[config.mk]
export PLATFORM = sky130hd
export DESIGN_NAME = hazard_ctrl
export DESIGN_NICKNAME = d
export VERILOG_FILES = /design/src/rtl/hazard_ctrl_pkg.sv /design/src/rtl/hazard_ctrl_loaduse_detect.sv /design/src/rtl/hazard_ctrl.sv
export SDC_FILE = /design/constraint.sdc
export NUM_CORES = 1
export LEC_CHECK = 0
export CORE_MARGIN = 2
export CORE_UTILIZATION = 45
export CTS_CLUSTER_SIZE = 25
export DETAILED_ROUTE_END_ITERATION = 10
export DONT_BUFFER_PORTS = 1
export SYNTH_ARGS = -nofsm -noshare
export SYNTH_HDL_FRONTEND = slang
export SYNTH_HIERARCHICAL = 1
export SYNTH_SLANG_ARGS = --single-unit
[constraint.sdc]
create_clock -name clk -period 1.5 [get_ports clk]
set_input_delay 0.225 -clock clk [delete_from_list [all_inputs] [get_ports clk]]
set_output_delay 0.225 -clock clk [all_outputs]
set_load 0.01 [all_outputs]
[src/rtl/hazard_ctrl_pkg.sv]
// Shared widths and FSM state encoding for the pipeline hazard/stall controller.
package defines;
   localparam int N        = 32;
   localparam int REG_AW   = 5;
   localparam int MC_CNT_W = 4;

   typedef enum logic [1:0] {
      RUN  = 2'd0,
      MC   = 2'd1,
      HALT = 2'd2,
      STEP = 2'd3
   } hz_state_t;
endpackage

[src/rtl/hazard_ctrl_loaduse_detect.sv]
// Combinational load-use compare: a load in EX whose destination feeds a
// source register actually read by the instruction in ID.
module loaduse_detect (
   input  logic [defines::REG_AW-1:0] id_rs1,
   input  logic [defines::REG_AW-1:0] id_rs2,
   input  logic                       id_use_rs1,
   input  logic                       id_use_rs2,
   input  logic [defines::REG_AW-1:0] ex_rd,
   input  logic                       ex_mem_read,
   output logic                       hazard
);
   import defines::*;

   logic rs1Hit;
   logic rs2Hit;

   assign rs1Hit = id_use_rs1 && (id_rs1 == ex_rd);
   assign rs2Hit = id_use_rs2 && (id_rs2 == ex_rd);

   // x0 is hard-wired to zero, so a load targeting it never creates a dependency.
   assign hazard = ex_mem_read && (ex_rd != '0) && (rs1Hit || rs2Hit);
endmodule

[src/rtl/hazard_ctrl.sv]
// Pipeline hazard and stall controller: redirect, multi-cycle EX, load-use and
// debug halt arbitration. Debug halt/step is built only with HAZARD_CTRL_DEBUG_EN.
module hazard_ctrl #(
   parameter int N      = defines::N,
   parameter int MC_LAT = 4
) (
   input  logic                       clk,
   input  logic                       rst,
   input  logic [defines::REG_AW-1:0] id_rs1,
   input  logic [defines::REG_AW-1:0] id_rs2,
   input  logic                       id_use_rs1,
   input  logic                       id_use_rs2,
   input  logic [defines::REG_AW-1:0] ex_rd,
   input  logic                       ex_mem_read,
   input  logic                       ex_mc_start,
   input  logic                       ex_br_taken,
   input  logic [N-1:0]               ex_br_offset,
`ifdef HAZARD_CTRL_DEBUG_EN
   input  logic                       dbg_halt_req,
   input  logic                       dbg_step,
`endif
   output logic                       pc_freeze,
   output logic                       br_taken,
   output logic [N-1:0]               br_offset,
   output logic                       ifid_freeze,
   output logic                       ifid_flush,
   output logic                       idex_bubble,
   output logic                       ex_hold,
   output logic                       mc_busy,
   output logic                       dbg_halted
);
   import defines::*;

   // The start cycle is the first stall cycle, so MC itself lasts MC_LAT-2 cycles.
   localparam logic [MC_CNT_W-1:0] MC_LOAD   = MC_CNT_W'(MC_LAT - 2);
   localparam bit                  MC_STALLS = (MC_LAT > 2);

   hz_state_t            state;
   logic [MC_CNT_W-1:0]  mcCnt;
   logic                 mcBusyQ;
   logic                 loadUse;
   logic                 runLike;
   logic                 startMc;
`ifdef HAZARD_CTRL_DEBUG_EN
   logic                 haltedQ;
   logic                 enterHalt;
`endif

   loaduse_detect uLoadUse (
      .id_rs1      (id_rs1),
      .id_rs2      (id_rs2),
      .id_use_rs1  (id_use_rs1),
      .id_use_rs2  (id_use_rs2),
      .ex_rd       (ex_rd),
      .ex_mem_read (ex_mem_read),
      .hazard      (loadUse)
   );

`ifdef HAZARD_CTRL_DEBUG_EN
   assign runLike = (state == RUN) || (state == STEP);
`else
   assign runLike = (state == RUN);
`endif

   always_comb begin
      // NOTE: every output gets a default first so no path can infer a latch.
      pc_freeze   = 1'b0;
      br_taken    = 1'b0;
      br_offset   = '0;
      ifid_freeze = 1'b0;
      ifid_flush  = 1'b0;
      idex_bubble = 1'b0;
      ex_hold     = 1'b0;
      startMc     = 1'b0;
`ifdef HAZARD_CTRL_DEBUG_EN
      enterHalt   = 1'b0;
`endif
      if (!rst) begin
         if (runLike) begin
            // Only the highest-priority event is acted on this cycle.
            if (ex_br_taken) begin
               br_taken    = 1'b1;
               br_offset   = ex_br_offset;
               ifid_flush  = 1'b1;
               idex_bubble = 1'b1;
            end else if (ex_mc_start) begin
               pc_freeze   = 1'b1;
               ifid_freeze = 1'b1;
               idex_bubble = 1'b1;
               ex_hold     = 1'b1;
               startMc     = 1'b1;
            end else if (loadUse) begin
               pc_freeze   = 1'b1;
               ifid_freeze = 1'b1;
               idex_bubble = 1'b1;
`ifdef HAZARD_CTRL_DEBUG_EN
            end else if (dbg_halt_req && (state == RUN)) begin
               pc_freeze   = 1'b1;
               ifid_freeze = 1'b1;
               idex_bubble = 1'b1;
               enterHalt   = 1'b1;
`endif
            end
         end else if (state == MC) begin
            pc_freeze   = 1'b1;
            ifid_freeze = 1'b1;
            idex_bubble = 1'b1;
            ex_hold     = 1'b1;
`ifdef HAZARD_CTRL_DEBUG_EN
         end else if (state == HALT) begin
            pc_freeze   = 1'b1;
            ifid_freeze = 1'b1;
            idex_bubble = 1'b1;
`endif
         end
      end
   end

   // NOTE: state registers use non-blocking assignments so every flop samples pre-edge values.
   always_ff @(posedge clk) begin
      if (rst) begin
         state   <= RUN;
         mcCnt   <= '0;
         mcBusyQ <= 1'b0;
`ifdef HAZARD_CTRL_DEBUG_EN
         haltedQ <= 1'b0;
`endif
      end else begin
         case (state)
            RUN: begin
               if (startMc) begin
                  mcCnt <= MC_LOAD;
                  if (MC_STALLS) begin
                     state   <= MC;
                     mcBusyQ <= 1'b1;
                  end
`ifdef HAZARD_CTRL_DEBUG_EN
               end else if (enterHalt) begin
                  state   <= HALT;
                  haltedQ <= 1'b1;
`endif
               end
            end
            MC: begin
               mcCnt <= mcCnt - 1'b1;
               if (mcCnt == MC_CNT_W'(1)) begin
                  state   <= RUN;
                  mcBusyQ <= 1'b0;
               end
            end
`ifdef HAZARD_CTRL_DEBUG_EN
            HALT: begin
               if (!dbg_halt_req) begin
                  state   <= RUN;
                  haltedQ <= 1'b0;
               end else if (dbg_step) begin
                  state   <= STEP;
                  haltedQ <= 1'b0;
               end
            end
            STEP: begin
               // A multi-cycle op started while stepping finishes in MC, then RUN re-halts.
               if (startMc) begin
                  mcCnt <= MC_LOAD;
               end
               if (startMc && MC_STALLS) begin
                  state   <= MC;
                  mcBusyQ <= 1'b1;
               end else begin
                  state   <= HALT;
                  haltedQ <= 1'b1;
               end
            end
`endif
            default: begin
               state   <= RUN;
               mcCnt   <= '0;
               mcBusyQ <= 1'b0;
            end
         endcase
      end
   end

   assign mc_busy = mcBusyQ && !rst;
`ifdef HAZARD_CTRL_DEBUG_EN
   assign dbg_halted = haltedQ && !rst;
`else
   assign dbg_halted = 1'b0;
`endif
endmodule

==> summary.md <==
Synth
- and2_1 31%, dfxtp_1 15%, xor2_1 12%, a21oi_1 3.8%, ha_1 3.8% — top area cells in the synthesized netlist
- 666 sq um — Post-Syn Area
- 31.0% — area share of the leading cell type in the synthesized netlist
- and2_1 — cell type contributing the most total cell area after synthesis
- 15.0% — share of the yosys chip area belonging to registers
- 5 — #FFs+latches synth
- 26 — number of library cell types mapped by synthesis
- 148 — syn_nets
- 7.24 sq um — Avg Cell Area, Syn
- 6 — count of warnings emitted by yosys
- 92 — post-synthesis instance total

Power and ir drop
- 309 uV — Worst IR Drop VDD
- 668 nW/um^2 — Power Density
- 0.000289 uW — static power due to leakage

Critical path
- mcCnt[0] — startpoint of the worst register-to-register path
- primary input — Critical Path Source Type
- primary input to output pin — Critical Setup Path Class
- 1320 ps — worst endpoint data arrival time
- a21oi_2 — most frequent CP cell
- 2 — worst r2r path cells
- xor2_1 > nor4_1 > nand3_1 > a21oi_2 > o21bai_1 > a21oi_2 > buf_6 — critical path, cell by cell
- 7 — critical path depth
- 2 — CP Max Fanout
- mcCnt[3] — FF-to-FF End
- 310 ps — Reg2Reg Setup Slack
- output pin — category of the worst setup path capture point
- 1 — Bufs and invs on worst path
- 290 ps — biggest cell delay along the critical path
- 1270 ps — worst path required time
- simple AND/OR/NAND/NOR gates — kind of cell with the highest combined delay on the critical path
- nor4_1 — slowest stage cell on the critical path

Global route
- 518 — number of global-route vias before repair
- 18.0% — total track usage
- 0 — total congestion overflow after global routing
- 34 — maximum number of pins on one net before global-route repair
- 2.41 mm — first-pass GRT wire length
- 0 — antenna violations before repair

Status
- setup timing — failing checks
- finished, violations left — outcome

Clock tree
- clkbuf_4 — Clock Root Buffer
- 50 ps — clock slew at reported path FFs
- 2 — Max clock buf depth
- 250 ps — clock latency at the later pin of the worst-skew pair
- 0 — post-CTS setup repair buffer count
- 1 — maximum level of the CTS H-tree
- 3 — number of buffers created by CTS
- done — CTS tree
- 0 — CTS Hold Buffers Added
- 5 — clock sink count

Final layout
- 149 — nets
- 33 x and2_1, 9 x xor2_1, 4 x nand3_1, 4 x dfxtp_1 — most frequent cells in the layout
- 16.3% — share of cells above drive strength 1
- 8.46% — Area Overhead vs Synth
- 0 — count of inserted antenna diode cells
- and2_1 — commonest non-fill, non-tap cell in the layout

STA
- 648 MHz — Peak Freq
- 3.31 ps — worst setup skew after layout
- -88.5 ps — sum of negative setup slack
- 0 — final number of max-transition violations
- 2 — final setup violation count
- 40.3 ps — worst hold slack across all endpoints
- yes — RSZ-0062 raised after global routing
- 103% — final worst-path cycle share
- 1540 ps — time the worst path needs with I/O delays and setup
- 0 — final hold viol count
- -44.3 ps — final worst setup slack

Place
- 0 — number of I/O port buffers
- 1.38 mm — placed wire-length estimate
- -71.4 ps — setup slack after placement
- 0.844 — weighted congestion reported at the end of routability-driven placement

Routing
- 5.79 — post-DR vias/cell
- 8 — initial DRC count
- 0 — number of antenna-violating nets in the routed design
- 0 — number of DRC violations after detailed routing
- 15.8 um — wire per inst
- 619 — total number of vias
- 4 — count of TritonRoute iterations in the first routing pass
- 1.69 mm — routed wire length

Floorplan
- 49.9% — initial standard-cell utilization of the core
- 1330 sq um — core outline area
- 42.5 um — Vert. Die Dim
- 1800 sq um — total die area
- 94 — number of top-level pins
- 42.5 um — Chip Width
- 13 — row count

Flow run
- 0 — max-cap viol count

Hold path
- mcCnt[3] — Hold Path Sink
- 1 — WHS Path Cells
- primary input to flop — path class of the lowest-slack min-delay path
- rst — Worst Min Path Start

how the worst max path moves through the flow:
stage	from	endpoint
after CTS	ex_rd[0]	pc_freeze
final	id_rs2[2]	pc_freeze
after floorplan	ex_rd[0]	pc_freeze
after global placement	ex_rd[0]	pc_freeze
after global routing	id_rs2[2]	ifid_freeze
after detailed placement	ex_rd[0]	pc_freeze
state kept, by name (all words and copies together), names as in the netlist:
name / flops
mcCnt: 4
state: 1
synth_stat cells (all sizes together):
master and number:
inv 3, o31ai 1, xnor2 2, ha 2, nor2 4, dfxtp 5
o21ai 1, conb 1, a221oi 1, o21bai 1, or4 2, nor3 1
a311oi 1, xor2 9, nor4 3, buf 6, a21oi 5, nand2b 1
nor3b 1, nand3 4, nand2 2, nor4b 1, and2 33, clkbuf 2
layer usage:
metal | GRT usage (%) | vias up | routed length, um
met4 | 7.50 | 0 | 19
met2 | 32.6 | 48 | 967
met3 | 6.90 | 2 | 155
met1 | 18.2 | 271 | 545
li1 | - | 298 | -
met5 | 0 | - | 0
area by class of cell:
type | count | area, sq um
fillers | 146 | 612
multi-input cells | 76 | 527
flip-flops and latches | 5 | 101
repair buffers | 4 | 37.5
clock buffers | 4 | 26.3
well taps | 15 | 18.8
inverters | 3 | 11.3
stage by stage:
stage,instance area (sq um),power (uW),instances,utilization [%]
6_report,722,482,107,54.1
5_1_grt,722,515,107,54.1
4_1_cts,711,487,107,53.3
3_5_place_dp,677,314,103,50.8
3_3_place_gp,677,313,103,50.8
2_1_floorplan,673,299,92,-
kinds of logic after synthesis:
group,share of synthesized area [%]
and+or+nand+nor,48.3
xor gates and xnor gates,14.5
buffers and inverters,8.46
AOI/OAI and AO/OA,9.40
DFF,15.0
adders and majority gates,3.76
other,0.563
worst reg2reg max path: stages, from the launching register on:
cell	delay (ps)
dfxtp_1	340
or4_1	520
a311oi_1	250
power breakdown:
| group | internal, uW | switching (uW) | leakage, uW |
|---|---|---|---|
| clock network | 101 | 64.6 | 0.0000150 |
| registers | 145 | 12.2 | 0.0000416 |
| logic | 70.2 | 89.3 | 0.000232 |
what timing repair did:
action	CTS	global route
gates resized for setup	2	4
setup endpoints to repair	2	38
cloned	0	0
pin swaps	2	4
Note: power is estimated with default switching activity, not from simulation.
